$ cat config.mk
export PLATFORM = sky130hd
export DESIGN_NAME = stall_flush_controller
export DESIGN_NICKNAME = d
export VERILOG_FILES = /design/src/rtl/arm_pipe_pkg.sv /design/src/rtl/sat_counter.sv /design/src/rtl/stall_flush_controller.sv
export SDC_FILE = /design/constraint.sdc
export NUM_CORES = 1
export LEC_CHECK = 0
export CORE_MARGIN = 1
export CORE_UTILIZATION = 26
export DETAILED_ROUTE_END_ITERATION = 6
export HOLD_SLACK_MARGIN = 0.08
export SYNTH_ARGS = -nofsm -noshare
export SYNTH_HDL_FRONTEND = slang
export SYNTH_SLANG_ARGS = --single-unit
export TNS_END_PERCENT = 50
$ cat constraint.sdc
create_clock -name clk -period 2.95 [get_ports clk]
set_clock_uncertainty 0.15 [all_clocks]
set_input_delay 0.295 -clock clk [delete_from_list [all_inputs] [get_ports clk]]
set_output_delay 0.295 -clock clk [all_outputs]
set_load 0.03 [all_outputs]
$ cat src/rtl/arm_pipe_pkg.sv
// Shared pipeline-control types: stall/flush FSM states and default counter width.
package arm_pipe_pkg;

    localparam int DEFAULT_CNT_W = 16;

    typedef enum logic [1:0] {
        RUN      = 2'd0,
        MEM_WAIT = 2'd1,
        RECOVER  = 2'd2
    } pipe_state_t;

endpackage

$ cat src/rtl/sat_counter.sv
// Up-counter that sticks at all-ones instead of wrapping; synchronous clear.
module sat_counter
    import arm_pipe_pkg::*;
#(
    parameter int WIDTH = DEFAULT_CNT_W
) (
    input  logic             clk,
    input  logic             rst,
    input  logic             inc,
    input  logic             clear,
    output logic [WIDTH-1:0] count
);

    always_ff @(posedge clk or negedge rst) begin
        if (!rst) begin
            count <= '0;
        end else if (clear) begin
            count <= '0;
        end else if (inc && (count != '1)) begin
            count <= count + WIDTH'(1);
        end
    end

endmodule

$ cat src/rtl/stall_flush_controller.sv
// Pipeline stall/flush controller: memory-miss freeze FSM, branch flush, hazard
// bubble, sticky memory-timeout flag and saturating stall/flush counters.
module stall_flush_controller
    import arm_pipe_pkg::*;
#(
    parameter int CNT_W       = DEFAULT_CNT_W,
    parameter int MEM_TIMEOUT = 255
) (
    input  logic             clk,
    input  logic             rst,
    input  logic             hazard_detected,
    input  logic             branch_taken,
    input  logic             mem_req,
    input  logic             sram_ready,
    output logic             freeze_if,
    output logic             flush_if_id,
    output logic             bubble_id_ex,
    output logic             freeze_all,
    output logic             mem_timeout,
    output logic [CNT_W-1:0] stall_cycles,
    output logic [CNT_W-1:0] flush_count,
    output pipe_state_t      state
);

    localparam int                WAIT_W     = $clog2(MEM_TIMEOUT + 1);
    localparam logic [WAIT_W-1:0] WAIT_LIMIT = WAIT_W'(MEM_TIMEOUT);

    logic              miss;
    logic [WAIT_W-1:0] wait_cnt;
    logic [WAIT_W-1:0] wait_nxt;

    assign miss     = mem_req && !sram_ready;
    assign wait_nxt = wait_cnt + WAIT_W'(1);

    // Freeze drops in the very cycle the memory answers; RECOVER never freezes.
    always_comb begin
        freeze_all   = ((state == MEM_WAIT) && !sram_ready) || ((state == RUN) && miss);
        freeze_if    = 1'b0;
        flush_if_id  = 1'b0;
        bubble_id_ex = 1'b0;
        if (!freeze_all) begin
            if (branch_taken) begin
                flush_if_id  = 1'b1;
                bubble_id_ex = 1'b1;
            end else if (hazard_detected) begin
                freeze_if    = 1'b1;
                bubble_id_ex = 1'b1;
            end
        end
    end

    always_ff @(posedge clk or negedge rst) begin
        if (!rst) begin
            state       <= RUN;
            wait_cnt    <= '0;
            mem_timeout <= 1'b0;
        end else begin
            case (state)
                RUN: begin
                    if (miss) begin
                        state    <= MEM_WAIT;
                        wait_cnt <= '0;
                    end
                end
                MEM_WAIT: begin
                    // Count holds at the limit; the flag is sticky and waiting goes on.
                    if (wait_cnt != WAIT_LIMIT) wait_cnt <= wait_nxt;
                    if (wait_nxt == WAIT_LIMIT) mem_timeout <= 1'b1;
                    if (sram_ready) state <= RECOVER;
                end
                RECOVER: state <= RUN;
                default: state <= RUN;
            endcase
        end
    end

    sat_counter #(.WIDTH(CNT_W)) u_stall_cnt (
        .clk   (clk),
        .rst   (rst),
        .inc   (freeze_if || freeze_all),
        .clear (1'b0),
        .count (stall_cycles)
    );

    sat_counter #(.WIDTH(CNT_W)) u_flush_cnt (
        .clk   (clk),
        .rst   (rst),
        .inc   (flush_if_id),
        .clear (1'b0),
        .count (flush_count)
    );

endmodule

---- Word-level counts from Yosys, hierarchy flattened ----
Index checks and enable logic that the tools add are counted.
cells by class
  add/sub/neg operators ................... 3
  equal/unequal tests ..................... 8
  multiplexer cells ....................... 13
  reductions and logical operators ........ 13
operators with widths
  cell                                                   number
  adder 16 x 1 -> 16 bit, second input constant          2
  inequality test 16 bit, second input constant          2
  two-way mux 8 bit                                      2
  case mux 8 bit (2 select lines)                        1
  adder 8 x 1 -> 8 bit, second input constant            1
  == test 8 bit, second input constant                   1
  inequality test 8 bit, second input constant           1
  two-way mux 1 bit                                      7
  logical AND 1 bit                                      5
  two-way mux 2 bit                                      2
  inequality test 2 bit, second input constant           2
  case mux 2 bit (2 select lines)                        1
  AND reduction 2 bit                                    2
  AND reduction 3 bit                                    1
  == test 2 x 1 -> 1 bit, second input constant          1
  zero test 2 bit                                        1
  logical OR 1 bit                                       2
  inequality test 2 x 1 -> 1 bit, second input constant  1
  nonzero test 2 bit                                     1
  zero test 1 bit                                        1
word-level totals
  register bits after elaboration ......... 43
  input bits .............................. 6
  output and inout port bits .............. 39
  word-level logic and storage cells ...... 42

---- Logic depth before layout (Yosys ltp) ----
  depth in word-level cells ............... 7
  mapped depth ............................ 6
  mapped depth without buffers ............ 5

---- Hierarchy ----
A second synthesis with hierarchy kept.
unflattened totals
  cell total of the unflattened synthesis .. 281
  area, all modules ....................... 2615.0 um^2
by module, submodules not included
  module                  times used  cells each  area each (um^2)  seq. area each (um^2)
  sat_counter             2           98          942.2             400.4
  stall_flush_controller  1           85          730.7             275.3

---- Worst setup path before layout ----
Ideal clock, no wire load.
  kind .................................... flip-flop to output port
  from .................................... register state[1]
  to ...................................... output bubble_id_ex
  arrival ................................. 1.604 ns
  data required time ...................... 2.505 ns
  slack ................................... 0.901 ns
  stages on the path, launching flop included .. 4
  buffers on the path ..................... 0
  cell sequence ........................... dfrtp_1 -> or2_4 -> nor2_1 -> nor2_1
between the ends
  word-level cells in the longest chain between the ends .. 4
  elaborated cells between the ends (all ways) .. 6
  classes of those cells .................. eq/ne: 1; mux: 1; reduce/logical: 4
ends and longest elaborated chain
  what                                                       line                          text
  from (decl)                                                stall_flush_controller.sv:22  output pipe_state_t state
  from (signal assigned)                                     stall_flush_controller.sv:54  state <= RUN;
  from (signal assigned)                                     stall_flush_controller.sv:61  state <= MEM_WAIT;
  from (signal assigned)                                     stall_flush_controller.sv:69  if (sram_ready) state <= RECOVER;
  == test 2 x 1 -> 1 bit or zero test 2 bit (tied branches)  stall_flush_controller.sv:37  freeze_all = ((state == MEM_WAIT) && !sram_ready) || ((state == RUN) && miss);
  logical AND 1 bit                                          stall_flush_controller.sv:37
  logical OR 1 bit *                                         stall_flush_controller.sv:37
  via freeze_all                                             stall_flush_controller.sv:18  output logic freeze_all,
  two-way mux 1 bit *                                        stall_flush_controller.sv:41  if (!freeze_all) begin
  to (decl)                                                  stall_flush_controller.sv:17  output logic bubble_id_ex,
Mark *: on every way through the listed nets, which the timed path passes. The rest lies on a longest branch.

---- Worst setup path in the final report ----
  from .................................... register state[0]
  to ...................................... output freeze_if
between the ends
  word-level cells in the longest chain between the ends .. 4
  elaborated cells between the ends (all ways) .. 6
  classes of those cells .................. eq/ne: 1; mux: 1; reduce/logical: 4
ends and longest elaborated chain
  what                                                       line                          text
  == test 2 x 1 -> 1 bit or zero test 2 bit (tied branches)  stall_flush_controller.sv:37
  logical AND 1 bit                                          stall_flush_controller.sv:37
  logical OR 1 bit *                                         stall_flush_controller.sv:37
  two-way mux 1 bit *                                        stall_flush_controller.sv:41
  to (decl)                                                  stall_flush_controller.sv:15  output logic freeze_if,
Every way passes the cells marked *; elsewhere a longest branch is shown, timed or not.

==> reports/results.tsv <==
stage	metric	value	unit
synthesis	post-synth top area share	44.6	%
critical_path	worst-path cell with the longest stage delay	clkdlybuf4s50_1	
power	leakage power	1.26	nW
floorplanning	total core area	8850	um2
finish	Post-Layout Cell Count	386	
detailed_routing	via count	1958	
synthesis	Syn. warnings	0	
placement	Detail Placement HPWL	3.85	mm
cts	CTS Buffer Depth	2	
critical_path	startpoint types	flop	
cts	PostCTS Resize Cnt	0	
floorplanning	die footprint	9660	um2
detailed_routing	1st-iter DRT viols	83	
synthesis	register bit count reported by yosys	43	
synthesis	largest area contributor in the netlist	dfrtp_1	
global_route	GR Overflow Total	0	
sta	RSZ-0062 raised after global routing	false	
sta	Max-slew headroom	31.8	%
detailed_routing	Vias/cell	5.07	
finish	area of the multi-input gates	1280	um2
finish	# fillers	904	
sta	Fin Setup TNS	0	ns
sta	final worst path period share	81.9	%
placement	gpl congestion	0.781	
detailed_routing	Post-Route WL	5.43	mm
finish	Post-Route Utilization	34.7	%
cts	CTS Buf Count	5	
placement	Port-buffer cells	44	
power	Peak supply drop	483	uV
floorplanning	Std-Cell Rows	34	
detailed_routing	DRT antenna net count	0	
sta	Min Hold Slack	0.321	ns
cts	Clock Latency Late Sink	0.30	ns
placement	Post-Place Worst Slack	0.576	ns
synthesis	Async SR Flop Fraction	100	%
sta	final hold vios	0	
global_route	initial antenna violation count	0	
critical_path	WP depth	4	
critical_path	WP data arrival	1.97	ns
finish	Final Cell Area	3070	um2
global_route	first-pass GRT wire length	9.11	mm
global_route	vias in the first global route	1838	
floorplanning	Initial Util	27.2	%
power	PwrDens	699	nW/um2
finish	Final nets	288	
cts	CTS root buffer	clkbuf_8	
critical_path	Buf/Inv on CP	1	
floorplanning	die height	98.3	um
global_route	Total GRT Usage	11.7	%
finish	layout cell share with drive strength beyond 1	10.8	%
detailed_routing	drt pass-1 iters	7	
sta	Final Max Slew Viols	0	
synthesis	top cells by area, synth	dfrtp_1, xor2_1, nand3_1	
synthesis	dominant synthesized flop cell	dfrtp_1	
synthesis	EDFF count, synth	0	
synthesis	Syn Std Cell Area	2410	um2
critical_path	Critical Path Max Stage Delay	0.68	ns
cts	CTS tree	built	
critical_path	Reg2Reg Depth	5	
power	post-layout power	2.15	mW
finish	P&R area growth vs syn	27.5	%
cts	htree depth	2	
critical_path	Setup Crit Path Kind	reg -> out	
placement	area post-placement	2960	um2
critical_path	reg2reg setup slack	0.85	ns
sta	final worst setup slack	0.535	ns
sta	min Tclk post-route	2.41	ns
finish	ant diodes	0	
detailed_routing	Remaining DRCs	0	
flow_run	max_cap viols	0	
detailed_routing	Routed wire per std cell	14.1	um
synthesis	syn_nets	240	
hold_path	hold depth	1	
sta	Worst-Margin Slew	1.02	ns
cts	clk sink count	43	
critical_path	Required @ worst endpoint	2.51	ns
synthesis	Mean Syn Cell Area	10.5	um2
critical_path	most used cell, CP	nor2_1	
synthesis	register area share after synthesis	44.6	%
synthesis	Distinct cells, synth	50	
global_route	largest net degree at the start of global routing	44	
synthesis	synthesized instance count	230	
synthesis	most common cell in the netlist	dfrtp_1	
floorplanning	die width	98.3	um
sta	Fmax	0.414	GHz
hold_path	worst hold path class	reg -> reg	
outcome	status	finished clean	
critical_path	worst path cell trace	nor2_2 > nor2_1 > nor2_1 > clkdlybuf4s50_1	
critical_path	crit-path max FO	6	
synthesis	top cells by count, synth	dfrtp_1, xor2_1, nand2_1, nand3_1, o21ai_0	
sta	final setup violating endpoints	0	
finish	Seq. cell area	1080	um2
cts	Post-CTS Setup Bufs	0	
cts	clock transition at the registers of the reported paths	0.08	ns
critical_path	CP delay by family, top	buffers and inverters	
floorplanning	number of top-level pins	45	
critical_path	CP Capture Type	output pin	
placement	Placed Cells	378	
==> sequential cells by signal, summed over array words and instances, names as in the netlist <==
signal	flops
wait_cnt	8
u_stall_cnt.count	16
state	2
u_flush_cnt.count	16
mem_timeout	1
==> cell families after synthesis <==
group,synth area share [%]
AND/OR/NAND/NOR,28.9
adder cells (fa/ha/maj),2.08
flip-flops,44.6
AO/OA/AOI/OAI,9.44
buffers and inverters,2.39
XOR/XNOR,10.2
multiplexers,2.44
==> final timing paths <==
check,startpoint,end
max,state[0],freeze_if
min reg2reg,mem_timeout,mem_timeout
min,mem_timeout,mem_timeout
min in group asynchronous,rst,u_flush_cnt.count[15]
max reg2reg,u_stall_cnt.count[0],u_stall_cnt.count[1]
max in group asynchronous,rst,wait_cnt[1]
==> power breakdown <==
part | total [mW] | internal [mW] | switching (mW)
registers | 0.909 | 0.716 | 0.193
logic | 0.784 | 0.335 | 0.450
clock network | 0.457 | 0.248 | 0.209
total | 2.15 | 1.30 | 0.852
==> routing by layer <==
layer | track usage [%] | wire length [um] | up-vias
met1 | 16.6 | 2710 | 964
met2 | 17.6 | 2470 | 45
li1 | - | - | 943
met5 | 0 | 0 | -
met3 | 2.93 | 195 | 6
met4 | 3.10 | 45 | 0
==> what timing repair did <==
item                                    in CTS  in global routing
endpoints found under the hold margin       38                  0
endpoints found under the setup margin       0                  0
hold buffers                                 1                  0
==> area by class of cell <==
cell class / instances / area share (%)
multi-input cells: 175 / 41.6
flip-flops and latches: 43 / 35.0
repair buffers: 46 / 14.7
well taps: 108 / 4.40
clock buffers: 5 / 2.24
clock inverters: 2 / 1.22
inverters: 7 / 0.855
==> cell usage in the layout (no fill, tap or decap), drive strengths merged, types with 5 or more instances in the layout <==
cell type and instances:
clkdlybuf4s50 43, dfrtp 43, xor2 20, nand2 15
nand3 14, o21ai 14, nor2 14, nand4 14
nor3 9, xnor2 8, inv 7, nor4b 6
nor4 6, a21oi 5, clkbuf 5
Note: power is estimated with default switching activity, not from simulation.
==> edit 1, RTL diff (same settings) <==
Register the output `flush_count`, without a reset; this adds one clock of latency there. The other outputs are not delayed to match.
--- a/src/rtl/stall_flush_controller.sv
+++ b/src/rtl/stall_flush_controller.sv
@@ -24,6 +24,8 @@
 
     localparam int                WAIT_W     = $clog2(MEM_TIMEOUT + 1);
     localparam logic [WAIT_W-1:0] WAIT_LIMIT = WAIT_W'(MEM_TIMEOUT);
+
+    logic [CNT_W-1:0] flush_count_d;
 
     logic              miss;
     logic [WAIT_W-1:0] wait_cnt;
@@ -87,8 +89,12 @@
         .rst   (rst),
         .inc   (flush_if_id),
         .clear (1'b0),
-        .count (flush_count)
+        .count (flush_count_d)
     );
+
+    always_ff @(posedge clk) begin
+        flush_count <= flush_count_d;
+    end
 
 endmodule
 
Behaviour: not the same (a bounded check fails within 4 cycles, from zero or initial values and one cycle with rst low).
==> edit 1 against the unedited design <==
Routed wire length down 16%; hold slack worse by 50 ps; power up 17%; final area up 3.9%; global-route usage down 1.5 points; sequential cell count up 16; die area up 1.0%; setup slack worse by 360 ps; area after synthesis up 1.0%; critical endpoint is now flush_if_id.
==> edit 1: results (changes against the unedited design) <==
- Status: complete, no violations
- First-pass GRT wire length: 7.831 mm (-14%)
- # fillers: 877 (-3.0%)
- Slowest-stage cell, CP: clkdlybuf4s50_1
- Worst-path fanout max: 6 (unchanged)
- Critical Path Max Stage Delay: 650 ps (-30 ps)
- # H-tree levels: 3 (+1)
- CTS root buf: clkbuf_8
- Clk slew on worst S/H paths: 60 ps (-20 ps)
- Crit path max-delay family: buffers and inverters
- Total track usage: 10.21% (-1.5 points)
- Longest Clk Path Bufs: 2 (unchanged)
- RePlAce Congestion: 0.7512 (-3.8%)
- Non-Filler Instances: 380 (-1.6%)
- Slew HR: 34.61% (+2.8 points)
- Placed cell count: 363 (-4.0%)
- Pre-CTS setup slack: 131.3 ps (-444.5 ps)
- Post-synthesis cell count: 214 (-7.0%)
- Fin nets: 277 (-3.8%)
- Ratio of cells with drive above 1 in the final layout: 9.191% (-1.6 points)
- CTS Buf Count: 9 (+4)
- Synth cell types: 39 (-22%)
- Path depth of the worst reg2reg path: 5 (unchanged)
- Register area share after synthesis: 57.32% (+13 points)
- Post-synthesis mux area share: 2.311% (-0.13 points)
- Post-CTS Setup Inserts: 0 (unchanged)
- Compound-gate portion of the synthesized area: 7.036% (-2.4 points)
- Synth area leaders: dfrtp_1 (44%), dfxtp_1 (13%), xnor2_1 (5.8%), xor2_1 (4.3%), nand3_1 (3.1%)
- Post-Synth Adder-Cell Area: 2.054% (-0.021 points)
- Hpwl dp: 3.223 mm (-16%)
- Final WL: 4.577 mm (-16%)
- Initial antenna violation count: 0 (unchanged)
- Async SR Flop Fraction: 72.88% (-27 points)
- Vias: 1,742 (-11%)
- P_leak: 1.344 nW (+7.0%)
- Synth Warn #: 0 (unchanged)
- 1st-pass router iterations: 4 (-3)
- Initial DRC Count: 40 (-52%)
- Clk Latency, worst-skew pair: 330 ps (+30 ps)
- Peak VDD IR: 386.7 uV (-20%)
- Worst hold stages: 0 (-1)
- Largest registers: flush_count (16), u_flush_cnt.count (16), u_stall_cnt.count (16)
- Syn_nets: 224 (-6.7%)
- Post-synthesis xor/xnor area fraction: 10.07% (-0.10 points)
- WP data arrival: 2330 ps (+360 ps)
- Top cells by count, synth: dfrtp_1 (43), dfxtp_1 (16), xnor2_1 (16)
-- edit 1: final cells by class --
cell class                 instances  area share (%)
sequential                        59           43.71
multi-input combinational        146           31.49
timing repair buffer              45           13.94
clock buffer                      13           4.661
tap                              108           4.230
clock inverter                     3           1.253
inverter                           6          0.7051
-- edit 1: cell families (layout without fill, tap and decap cells) --
logic type      count (synthesis)  in the layout
compound gates                 25             25
xor+xnor                       28             28
fa+ha+maj                       4              4
buf+inv                         9             67
flops                          59             59
mux                             5              5
simple gates                   84             84
-- edit 1: final timing paths --
path | startpoint | endpoint | slack, ps
worst max register to register | u_flush_cnt.count[0]$_DFFE_PN0P_ | u_flush_cnt.count[1]$_DFFE_PN0P_ | 780
worst max-delay path | state[0]$_DFFE_PN0P_ | flush_if_id | 180
worst min-delay path | u_flush_cnt.count[11]$_DFFE_PN0P_ | flush_count[11]$_DFF_P_ | 270
worst min register to register | u_flush_cnt.count[11]$_DFFE_PN0P_ | flush_count[11]$_DFF_P_ | 270
min in group asynchronous | rst | u_flush_cnt.count[0]$_DFFE_PN0P_ | 510
max in group asynchronous | rst | wait_cnt[0]$_DFFE_PN0P_ | 1530
-- edit 1: worst register-to-register path, cell delays in order, from the launching register on --
cell     delay, ps
dfrtp_1        410
ha_1           260
nand4_4        170
or4_4          600
nand2_4        140
mux2_1         320
-- edit 1: through the flow --
| stage | power, mW | area (um2) | util [%] |
|---|---|---|---|
| 6_report | 2.521 | 3194 | 35.93 |
| 5_1_grt | 2.673 | 3194 | 35.93 |
| 4_1_cts | 2.556 | 3194 | 35.93 |
| 3_5_place_dp | 1.835 | 2995 | 33.69 |
| 3_3_place_gp | 1.821 | 2995 | 33.69 |
| 2_1_floorplan | 1.544 | 2436 | - |
-- edit 1: per-layer routing --
layer  wire length [um]  global-route usage [%]  vias up
met1               2291                   13.01      841
met2               1992                   15.22       31
met3                190                   3.262       10
li1                   -                       -      860
met4                102                   5.855        0
met5                  0                       0        -
-- edit 1: where the power goes --
part | switching (mW) | internal, mW | total [mW] | leakage (nW)
combinational | 0.372 | 0.297 | 0.669 | 0.553
clock | 0.296 | 0.411 | 0.708 | 0.0974
sequential | 0.170 | 0.974 | 1.14 | 0.693
total | 0.838 | 1.68 | 2.52 | 1.34
-- edit 1: repair_timing --
item,CTS,global route
hold buffers,1,0
resized for setup,0,0
endpoints found under the hold margin,43,0
==> edit 2, RTL diff (same flow settings) <==
Made on the original files. Change the parameter `MEM_TIMEOUT` from 255 to 510.
--- a/src/rtl/stall_flush_controller.sv
+++ b/src/rtl/stall_flush_controller.sv
@@ -4,7 +4,7 @@
     import arm_pipe_pkg::*;
 #(
     parameter int CNT_W       = DEFAULT_CNT_W,
-    parameter int MEM_TIMEOUT = 255
+    parameter int MEM_TIMEOUT = 510
 ) (
     input  logic             clk,
     input  logic             rst,
Function: no difference found for any inputs over 10 cycles, from zero or initial values and one cycle with rst low; that may be too few to reach the edited logic, so the function may still have changed.
==> edit 2 against the unedited design <==
Power shrank 1.3%; final area decreased by 1.5%; clock power fell by 11%; via count is 2.7% lower; synthesized cell count is 0.43% higher; area after synthesis down 2.8%; routed wire length decreased by 5.7%; setup slack worse by 160 ps; sequential cell count increased by 1.
==> edit 2: results (changes against the unedited design) <==
- DR vias/cell: 4.875 (-3.9%)
- Initial DRC Count: 72 (-13%)
- Path depth of the worst reg2reg path: 5 (unchanged)
- Synth cell types: 46 (-8.0%)
- R2R Path End: u_stall_cnt.count[1]$_DFFE_PN0P_
- Post-synthesis mux area share: 5.390% (+3.0 points)
- Longest Clk Path Bufs: 2 (unchanged)
- Synth Warn #: 0 (unchanged)
- Clk Latency, worst-skew pair: 300 ps (about the same)
- # fillers: 891 (-1.4%)
- CTS Buf Count: 5 (unchanged)
- Total track usage: 11.28% (-0.41 points)
- Hpwl dp: 3.737 mm (-3.0%)
- Measured slew at the worst slew-check pin: 992.8 ps (-30.52 ps)
- Pin count of the biggest net entering global routing: 45 (+2.3%)
- Largest registers: u_flush_cnt.count (16), u_stall_cnt.count (16), wait_cnt (9)
- Hold path start: mem_timeout$_DFFE_PN0P_
- 1st-pass router iterations: 4 (-3)
- Worst-path fanout max: 4 (-2)
- Post-Synth Adder-Cell Area: 2.668% (+0.59 points)
- Port bufs: 44 (unchanged)
- Status: complete, no violations
- Fin nets: 293 (+1.7%)
- Ant diodes: 0 (unchanged)
- R2R Setup Slk: 820 ps (-30 ps)
- First-pass GRT wire length: 8.818 mm (-3.2%)
- # H-tree levels: 2 (unchanged)
- Register area share after synthesis: 46.96% (+2.3 points)
- Hold Crit Class: reg2reg
- CTS root buf: clkbuf_8
- RePlAce Congestion: 0.7656 (-1.9%)
- Sw Ratio: 39.95% (+0.34 points)
- Top cells by count, synth: dfrtp_1 (44), xor2_1 (21), nand2_1 (18)
- Async SR Flop Fraction: 100.0% (unchanged)
- Synth Flop Type: dfrtp_1
- Peak VDD IR: 460.3 uV (-4.8%)
- Syn_nets: 242 (+0.83%)
- WHS: 335.7 ps (+14.53 ps)
- Compound-gate portion of the synthesized area: 10.51% (+1.1 points)
- Worst hold stages: 1 (unchanged)
- Initial antenna violation count: 0 (unchanged)
- Vias in the first global route: 1,838 (unchanged)
- WP data arrival: 2130 ps (+160 ps)
- Wire length per cell: 13.09 um (-6.9%)
- Ratio of cells with drive above 1 in the final layout: 10.25% (-0.54 points)
- P_leak: 1.275 nW (+1.5%)
- Crit Reg-Reg Startpoint: u_stall_cnt.count[0]$_DFFE_PN0P_
- Clk slew on worst S/H paths: 80 ps (about the same)
- Post-synthesis xor/xnor area fraction: 8.218% (-2.0 points)
- Synth area leaders: dfrtp_1 (47%), xor2_1 (7.8%), mux2_2 (4.3%), nor3_1 (3.0%), nand2_1 (2.9%)
- WHS Endpoint: mem_timeout$_DFFE_PN0P_
-- edit 2: cell types whose count changed in the layout (fill, tap and decap cells not counted), moves of 4 or more --
| cell | unedited run | this run |
|---|---|---|
| a21oi_1 | 5 | 9 |
| mux2_2 | 2 | 9 |
| nand4_1 | 11 | 7 |
| nor2_1 | 11 | 15 |
| nor3_1 | 9 | 14 |
| nor4_1 | 1 | 8 |
| o21ai_0 | 13 | 5 |
| xnor2_1 | 8 | 1 |
-- edit 2: through the flow --
stage          std cells  power (mW)  utilization (%)  worst slack [ps]  instance area, um2
2_1_floorplan        231       1.394                -             708.6                2345
3_3_place_gp         382       1.725            33.47             356.1                2919
3_5_place_dp         382       1.730            33.47             351.9                2919
4_1_cts              391       2.151            34.71             340.2                3027
5_1_grt              391       2.260            34.71             297.2                3027
6_report             391       2.121            34.71             375.5                3027
-- edit 2: layer usage --
layer | global-route usage, % | share of wire [%] | vias to the layer above
met4 | 3.100 | 1.1 | 0
met2 | 17.28 | 45 | 30
met1 | 15.81 | 50 | 911
met5 | 0 | 0 | -
met3 | 2.746 | 3.8 | 5
li1 | - | - | 960
-- edit 2: worst max-delay path, cell delays in order --
cell             delay [ps]
clkdlybuf4s50_1         500
or2_0                   330
nor2_1                  140
nor3_1                  160
clkdlybuf4s50_1         710
-- edit 2: final cells by class --
type,count,share of cell area [%]
Clock buffer,6,2.728
Clock inverter,2,0.4961
Inverter,9,1.116
Multi-Input combinational cell,173,39.11
Sequential cell,44,36.38
Tap cell,108,4.465
Timing Repair Buffer,49,15.71
-- edit 2: how the worst max path moves through the flow --
| stage | startpoint | to | slack (ps) |
|---|---|---|---|
| after floorplan | state[1]$_DFFE_PN0P_ | freeze_if | 710 |
| after global placement | sram_ready | freeze_if | 360 |
| after detailed placement | sram_ready | freeze_if | 350 |
| after CTS | sram_ready | freeze_if | 340 |
| after global routing | sram_ready | freeze_if | 300 |
| final | sram_ready | freeze_if | 380 |
-- edit 2: repair_timing --
item                       4_1_cts  5_1_grt
buffers inserted                 0        0
resized for setup                0        0
setup endpoints to repair        0        0
hold endpoints to repair        44        0
hold buffers                     1        0
-- edit 2: power groups by stage --
stage	Clock [mW]	Combinational (mW)	Sequential [mW]
finish	0.405	0.795	0.921
global route	0.451	0.859	0.950
CTS	0.422	0.806	0.923
detailed placement	0	0.800	0.930
global placement	0	0.792	0.932
floorplan	0	0.299	1.09
